==> src/rtl/mult_eu_pipe.sv <==
// Pipelined RV32M/RV64M multiply execution unit: valid/ready on both sides,
// per-stage stall with bubble collapse, branch-mask resolve/squash and late flush.
module mult_eu_pipe #(
  parameter int WIDTH  = 32,
  parameter int STAGES = 3,
  parameter int TAG_W  = 16,
  parameter int MASK_W = 4
) (
  input  logic              clk,
  input  logic              rst_n,
  input  logic              flush,
  input  logic              in_valid,
  output logic              in_ready,
  input  logic [1:0]        in_op,
  input  logic [WIDTH-1:0]  in_a,
  input  logic [WIDTH-1:0]  in_b,
  input  logic [TAG_W-1:0]  in_tag,
  input  logic [MASK_W-1:0] in_mask,
  input  logic              br_done,
  input  logic              br_mispredict,
  input  logic [MASK_W-1:0] br_id,
  output logic              out_valid,
  input  logic              out_ready,
  output logic [WIDTH-1:0]  out_result,
  output logic [TAG_W-1:0]  out_tag,
  output logic [MASK_W-1:0] out_mask,
  output logic              busy
);

  typedef enum logic [1:0] {
    OP_MUL    = 2'b00,
    OP_MULH   = 2'b01,
    OP_MULHSU = 2'b10,
    OP_MULHU  = 2'b11
  } op_e;

  logic [STAGES-1:0] v;
  logic [STAGES-1:0] rdy;
  logic [STAGES-1:0] kill;
  logic [MASK_W-1:0] mask  [STAGES];
  logic [MASK_W-1:0] rmask [STAGES];
  logic [TAG_W-1:0]  tag   [STAGES];
  logic [WIDTH-1:0]  res   [1:STAGES-1];

  op_e               op0;
  logic [WIDTH-1:0]  a0;
  logic [WIDTH-1:0]  b0;

  logic              resolve_ok;
  logic              resolve_bad;
  logic              in_kill;
  logic [MASK_W-1:0] in_rmask;
  logic              capture;

  assign resolve_ok  = br_done && !br_mispredict;
  assign resolve_bad = br_done && br_mispredict;
  assign in_kill     = resolve_bad && |(in_mask & br_id);
  assign in_rmask    = resolve_ok ? (in_mask & ~br_id) : in_mask;

  // A stage can take new data when it or any stage ahead of it is empty,
  // or the output is being drained; this is the unrolled rdy[k] chain.
  for (genvar k = 0; k < STAGES; k++) begin : g_stage
    assign rdy[k]   = out_ready || !(&v[STAGES-1:k]);
    assign kill[k]  = resolve_bad && |(mask[k] & br_id);
    assign rmask[k] = resolve_ok ? (mask[k] & ~br_id) : mask[k];
  end

  assign capture = in_valid && rdy[0] && !flush;

  // Low 2*WIDTH bits of the (WIDTH+1)-bit signed product equal the product of
  // the operands extended straight to 2*WIDTH bits, so no wider multiplier is needed.
  logic              a_sign;
  logic              b_sign;
  logic [2*WIDTH-1:0] a_x;
  logic [2*WIDTH-1:0] b_x;
  logic [2*WIDTH-1:0] prod;
  logic [WIDTH-1:0]   s0_res;

  assign a_sign = ((op0 == OP_MULH) || (op0 == OP_MULHSU)) && a0[WIDTH-1];
  assign b_sign = (op0 == OP_MULH) && b0[WIDTH-1];
  assign a_x    = {{WIDTH{a_sign}}, a0};
  assign b_x    = {{WIDTH{b_sign}}, b0};
  assign prod   = a_x * b_x;
  assign s0_res = (op0 == OP_MUL) ? prod[WIDTH-1:0] : prod[2*WIDTH-1:WIDTH];

  // NOTE: sequential state uses non-blocking assignments so every stage samples
  // the pre-edge value of the stage behind it, independent of statement order.
  always_ff @(posedge clk or negedge rst_n) begin
    if (!rst_n) begin
      v <= '0;
    end else if (flush) begin
      v <= '0;
    end else begin
      v[0] <= rdy[0] ? (in_valid && !in_kill) : (v[0] && !kill[0]);
      for (int k = 1; k < STAGES; k++) begin
        v[k] <= rdy[k] ? (v[k-1] && !kill[k-1]) : (v[k] && !kill[k]);
      end
    end
  end

  // NOTE: payload registers carry no reset; their contents are only observed
  // while the matching valid bit is set, so resetting them buys nothing.
  always_ff @(posedge clk) begin
    if (capture) begin
      op0    <= op_e'(in_op);
      a0     <= in_a;
      b0     <= in_b;
      tag[0] <= in_tag;
    end
    mask[0] <= rdy[0] ? in_rmask : rmask[0];

    if (rdy[1] && v[0]) begin
      res[1] <= s0_res;
      tag[1] <= tag[0];
    end
    mask[1] <= rdy[1] ? rmask[0] : rmask[1];

    for (int k = 2; k < STAGES; k++) begin
      if (rdy[k] && v[k-1]) begin
        res[k] <= res[k-1];
        tag[k] <= tag[k-1];
      end
      mask[k] <= rdy[k] ? rmask[k-1] : rmask[k];
    end
  end

  assign in_ready   = rdy[0];
  assign out_valid  = v[STAGES-1] && !flush && !kill[STAGES-1];
  assign out_result = res[STAGES-1];
  assign out_tag    = tag[STAGES-1];
  assign out_mask   = rmask[STAGES-1];
  assign busy       = |v;

endmodule

==> config.mk <==
export PLATFORM = sky130hd
export DESIGN_NAME = mult_eu_pipe
export DESIGN_NICKNAME = d
export VERILOG_FILES = /design/src/rtl/mult_eu_pipe.sv
export SDC_FILE = /design/constraint.sdc
export NUM_CORES = 2
export LEC_CHECK = 0
export ABC_CLOCK_PERIOD_IN_PS = 12000
export BUFFER_PORTS_ARGS = -buffer_cell sky130_fd_sc_hd__buf_2
export CORE_MARGIN = 2
export CORE_UTILIZATION = 45
export DETAILED_ROUTE_END_ITERATION = 7
export PLACE_DENSITY_LB_ADDON = 0.15
export SYNTH_ARGS = -nofsm -noshare
export SYNTH_HDL_FRONTEND = slang
export SYNTH_SLANG_ARGS = --single-unit
==> constraint.sdc <==
create_clock -name clk -period 12 [get_ports clk]
set_input_delay 0.6 -clock clk [delete_from_list [all_inputs] [get_ports clk]]
set_output_delay 0.6 -clock clk [all_outputs]
set_load 0.05 [all_outputs]
Word level (Yosys, flattened, before mapping)
Memories as Yosys holds them, arrays and structs flattened.
Index checks and enable logic that the tools add are counted.
{"block": "totals", "reg_bits": 69, "mem_bits_rw": 124, "input_bits": 97, "mem_count": 3}
{"block": "classes", "mul": 1, "n_eq_ne": 2, "n_mux": 18, "n_bitwise": 9, "reduce_logical": 39}
{"name": "res", "words": 2, "word_bits": 32, "rd": 2, "rd_ports_with_merged_regs": 0, "wr": 2, "line_no": "43", "text": "logic [WIDTH-1:0] res [1:STAGES-1];"}
{"name": "tag", "words": 3, "word_bits": 16, "rd": 3, "rd_ports_with_merged_regs": 0, "wr": 3, "line_no": "42", "text": "logic [TAG_W-1:0] tag [STAGES];"}
{"name": "mask", "words": 3, "word_bits": 4, "rd": 3, "rd_ports_with_merged_regs": 0, "wr": 3, "line_no": "40", "text": "logic [MASK_W-1:0] mask [STAGES];"}
{"op": "33-bit by 33-bit multiplier with 64-bit output", "count": 1}
{"op": "4-bit bitwise AND", "count": 8}
{"op": "32-bit 2-to-1 mux", "count": 1}
{"op": "4-bit 2-to-1 mux", "count": 7}
{"op": "1-bit logical AND", "count": 18}
{"op": "4-bit OR reduction", "count": 4}
{"op": "1-bit logical NOT", "count": 9}
{"op": "1-bit 2-to-1 mux", "count": 9}
{"op": "1-bit logical OR", "count": 4}
{"op": "4-bit inverter", "count": 1}
{"op": "3-bit 2-to-1 mux", "count": 1}
{"op": "3-bit AND reduction", "count": 1}
{"op": "3-bit OR reduction", "count": 1}
{"op": "2-bit by 1-bit equality test with 1-bit output, second input constant", "count": 1}
{"op": "2-bit equality test, second input constant", "count": 1}
{"op": "2-bit logical NOT", "count": 1}
{"op": "2-bit AND reduction", "count": 1}

Logic depth before layout (Yosys ltp)
{"block": "logic_depth", "ltp_word": 7, "mapped_depth": 31, "mapped_depth_nobuf": 29}

Worst setup path before layout
Ideal clock, no wire load.
{"block": "synth_timing", "path_kind": "register to register", "from": "register op0[0]", "to": "memory res[1][31] (data pin)", "setup_time_ns": 0.190, "arrival_ns": 8.035, "t_required_ns": 11.810, "setup_slack_ns": 3.774, "stages_incl_launch_ff": 28, "path_buffers": 1, "path_cell_list": "edfxtp_1 -> inv_1 -> ha_1 -> and2_0 -> clkbuf_1 -> nand2_1 -> inv_1 -> fa_1 -> inv_1 -> fa_1 -> inv_1 -> fa_1 -> inv_1 -> fa_1 -> fa_1 -> fa_1 -> fa_1 -> fa_1 -> inv_1 -> ha_1 -> a21o_1 -> or2_2 -> a31o_2 -> a31oi_1 -> o21ai_0 -> nand2b_1 -> a21oi_1 -> a2111oi_2"}
{"element": "start, declared", "line_no": "45", "text": "op_e op0;"}
{"element": "start signal, assigned", "line_no": "105", "text": "op0 <= op_e'(in_op);"}
{"element": "end, declared", "line_no": "43"}

==> impl_metrics.yaml <==
status:
  status: "completed"
drt:
  wl_met3_um: 4510
  route.met2.wl_um: 60100
  via_count: 30600
  drc: 0
  drt_iter0_markers: 1697
  dr.pass1.iters: 6
  routed_wl_um: 118000
  wl_met1_um: 51100
  highest_layer: "met4"
  wire_per_inst_um: 19.8
  drtAntennaViolNets: 0
  viasPerCell: 5.15
sta:
  worst_hold_slack_ns: 0.232
  fin_crit_ns: 9.79
  finClkSkew_ns: 0.0319
  finalCritPeriodShare_pct: 81.6
  hold_viol_final: 0
  relSlewSlack_pct: 28.5
  timing.fmax_ghz: 0.102
  worst_pin_slew_ns: 1.07
  grt_setup_unrepaired: "false"
  setup_tns_ns: 0
  final-max-slew-violation-count: 0
  setup_viol: 0
  worst_slack_ns: 2.21
clock_tree:
  tritoncts.num_buffers: 17
  cts_resized: 0
  clockBufferDepth: 2
  clk_pin_slew_worst_paths_ns: 0.11
  post-cts-setup-buffers: 0
  cts_tree: "done"
  cts_sinks: 193
  clk_latency_ns: 0.53
  cts_hold_buf: 1
  cts_root_buffer: "clkbuf_16"
  cts_max_level: 4
cells_and_area:
  syn2layout_area_growth_pct: 5.57
  fin_nets: 6079
  drive_gt1_share_pct: 6.23
  diodes: 0
worst_setup_path:
  r2r_slack_ns: 2.21
  r2r_start: "op0[0]"
  max_stage_delay_ns: 0.83
  regToRegEndpoint: "res[1][28]"
  r2r_cells: 27
  cpMostUsedCell: "fa_1"
  endpoint_kind: "register"
  worstSetupPathType: "register to register"
  crit_fanout: 19
  critPathLaunchType: "register"
  worst-endpoint-arrival_ns: 10.04
  cp_slowest_cell: "and2_0"
  cp.required_ns: 12.25
logic_synthesis:
  yosysWarnings: 0
  synth_cell_type_count: 78
  synth.most_common_cell: "inv_1"
  synthCells: 4657
  ys_seq_elements: 193
  synthArstFlopShare_pct: 1.55
  netlist_area_um2: 44900
  synth_edf_count: 178
  ys_top_cells_by_area: "fa_1 (50%), edfxtp_1 (12%), inv_1 (10%)"
  synthTopCellsByCount: "inv_1 (1194), fa_1 (1125), nand2_1 (849)"
  synth_flop_cell: "edfxtp_1"
  synth_top_area_share_pct: 50.1
  synth_nets: 6093
  yosysTopAreaCell: "fa_1"
  yosysSeqAreaShare_pct: 12.6
  postSynthAreaPerCell_um2: 9.64
worst_hold_path:
  hold_path.startpoint: "in_b[13]"
  hold_path.class: "primary input to register"
  whs_path_depth: 1
  min_to: "b0[13]"
global_route:
  overflow: 0
  globalRouteTotalUtil_pct: 24.5
  grt_max_degree: 76
  grt_pass1_wl_um: 194000
  grt_pass1_vias: 33800
  antenna_found_initial: 3
job:
  max_cap_viol_count: 0
floorplanning:
  fp.coreArea_um2: 98700
  die_x_um: 320
  ioPinCount: 152
  die_area_um2: 102000
  rows: 115
  initial_utilization_pct: 45.5
  die_h_um: 320
placement:
  routabilityCongestion: 0.932
  dp_worst_setup_slack_ns: 2.28
  io_buffers: 151
  dp_hpwl_um: 96500
[flip-flops by register name, indices dropped and copies added (netlist names)]
register / count
a0: 32
b0: 32
op0: 2
mask: 12
v: 3
tag: 48
res: 64
[cells in the final DEF (no fill, tap or decap), types with 58 or more instances in the layout]
cell type and n:
a21oi_1 81, and2_1 274, buf_2 151, buf_4 71
edfxtp_1 178, fa_1 1125, ha_1 213, inv_1 1193
nand2_1 849, nor2_1 62, o21ai_0 58
[how the worst max path moves through the flow]
stage	start	end	slack, ns
2_1_floorplan	op0[0]	res[1][31]	3.77
3_3_place_gp	op0[0]	res[1][29]	2.49
3_5_place_dp	op0[0]	res[1][26]	2.28
4_1_cts	op0[0]	res[1][26]	2.22
5_1_grt	op0[0]	res[1][29]	1.51
6_report	op0[0]	res[1][28]	2.21
[area by class of cell]
type,instances,area (um^2)
multi-input cells,3013,33700
flip-flops and latches,193,5660
fillers,9422,51300
well taps,1287,1610
inverters,1194,4480
repair buffers,224,1320
clock buffers,17,425
clock inverters,14,198
[routing by layer]
layer / up-vias / track usage, %
li1: 13500 / -
met1: 16400 / 33.1
met2: 665 / 43.0
met3: 129 / 2.49
met4: 0 / 5.20
met5: - / 0
[stage by stage]
| step | utilization [%] | area (um^2) | std cells |
|---|---|---|---|
| floorplan | - | 44900 | 4657 |
| global placement | 47.4 | 46800 | 5910 |
| detailed placement | 47.4 | 46800 | 5910 |
| CTS | 48.0 | 47400 | 5942 |
| global route | 48.0 | 47400 | 5942 |
| finish | 48.0 | 47400 | 5942 |
[worst max-delay path: cells and delay by family (launching register included)]
| family | cells | cell delay (ns) |
|---|---|---|
| fa+ha+maj | 10 | 5.12 |
| simple gates | 6 | 2.31 |
| buf+inv | 6 | 0.83 |
| compound gates | 3 | 0.68 |
| flops | 1 | 0.37 |
| xor+xnor | 1 | 0.14 |
| mux | 1 | 0.07 |
[kinds of logic after synthesis]
logic type      Yosys count  share of synthesized area (%)
flops                   193                           12.6
buf+inv                1451                           12.4
xor+xnor                 68                           1.33
fa+ha+maj              1339                           56.1
simple gates           1315                           13.3
compound gates          275                           4.00
mux                      16                          0.359
Power is not shown: default switching activity piles up to over one toggle a cycle in this logic, so the estimate is an artifact.
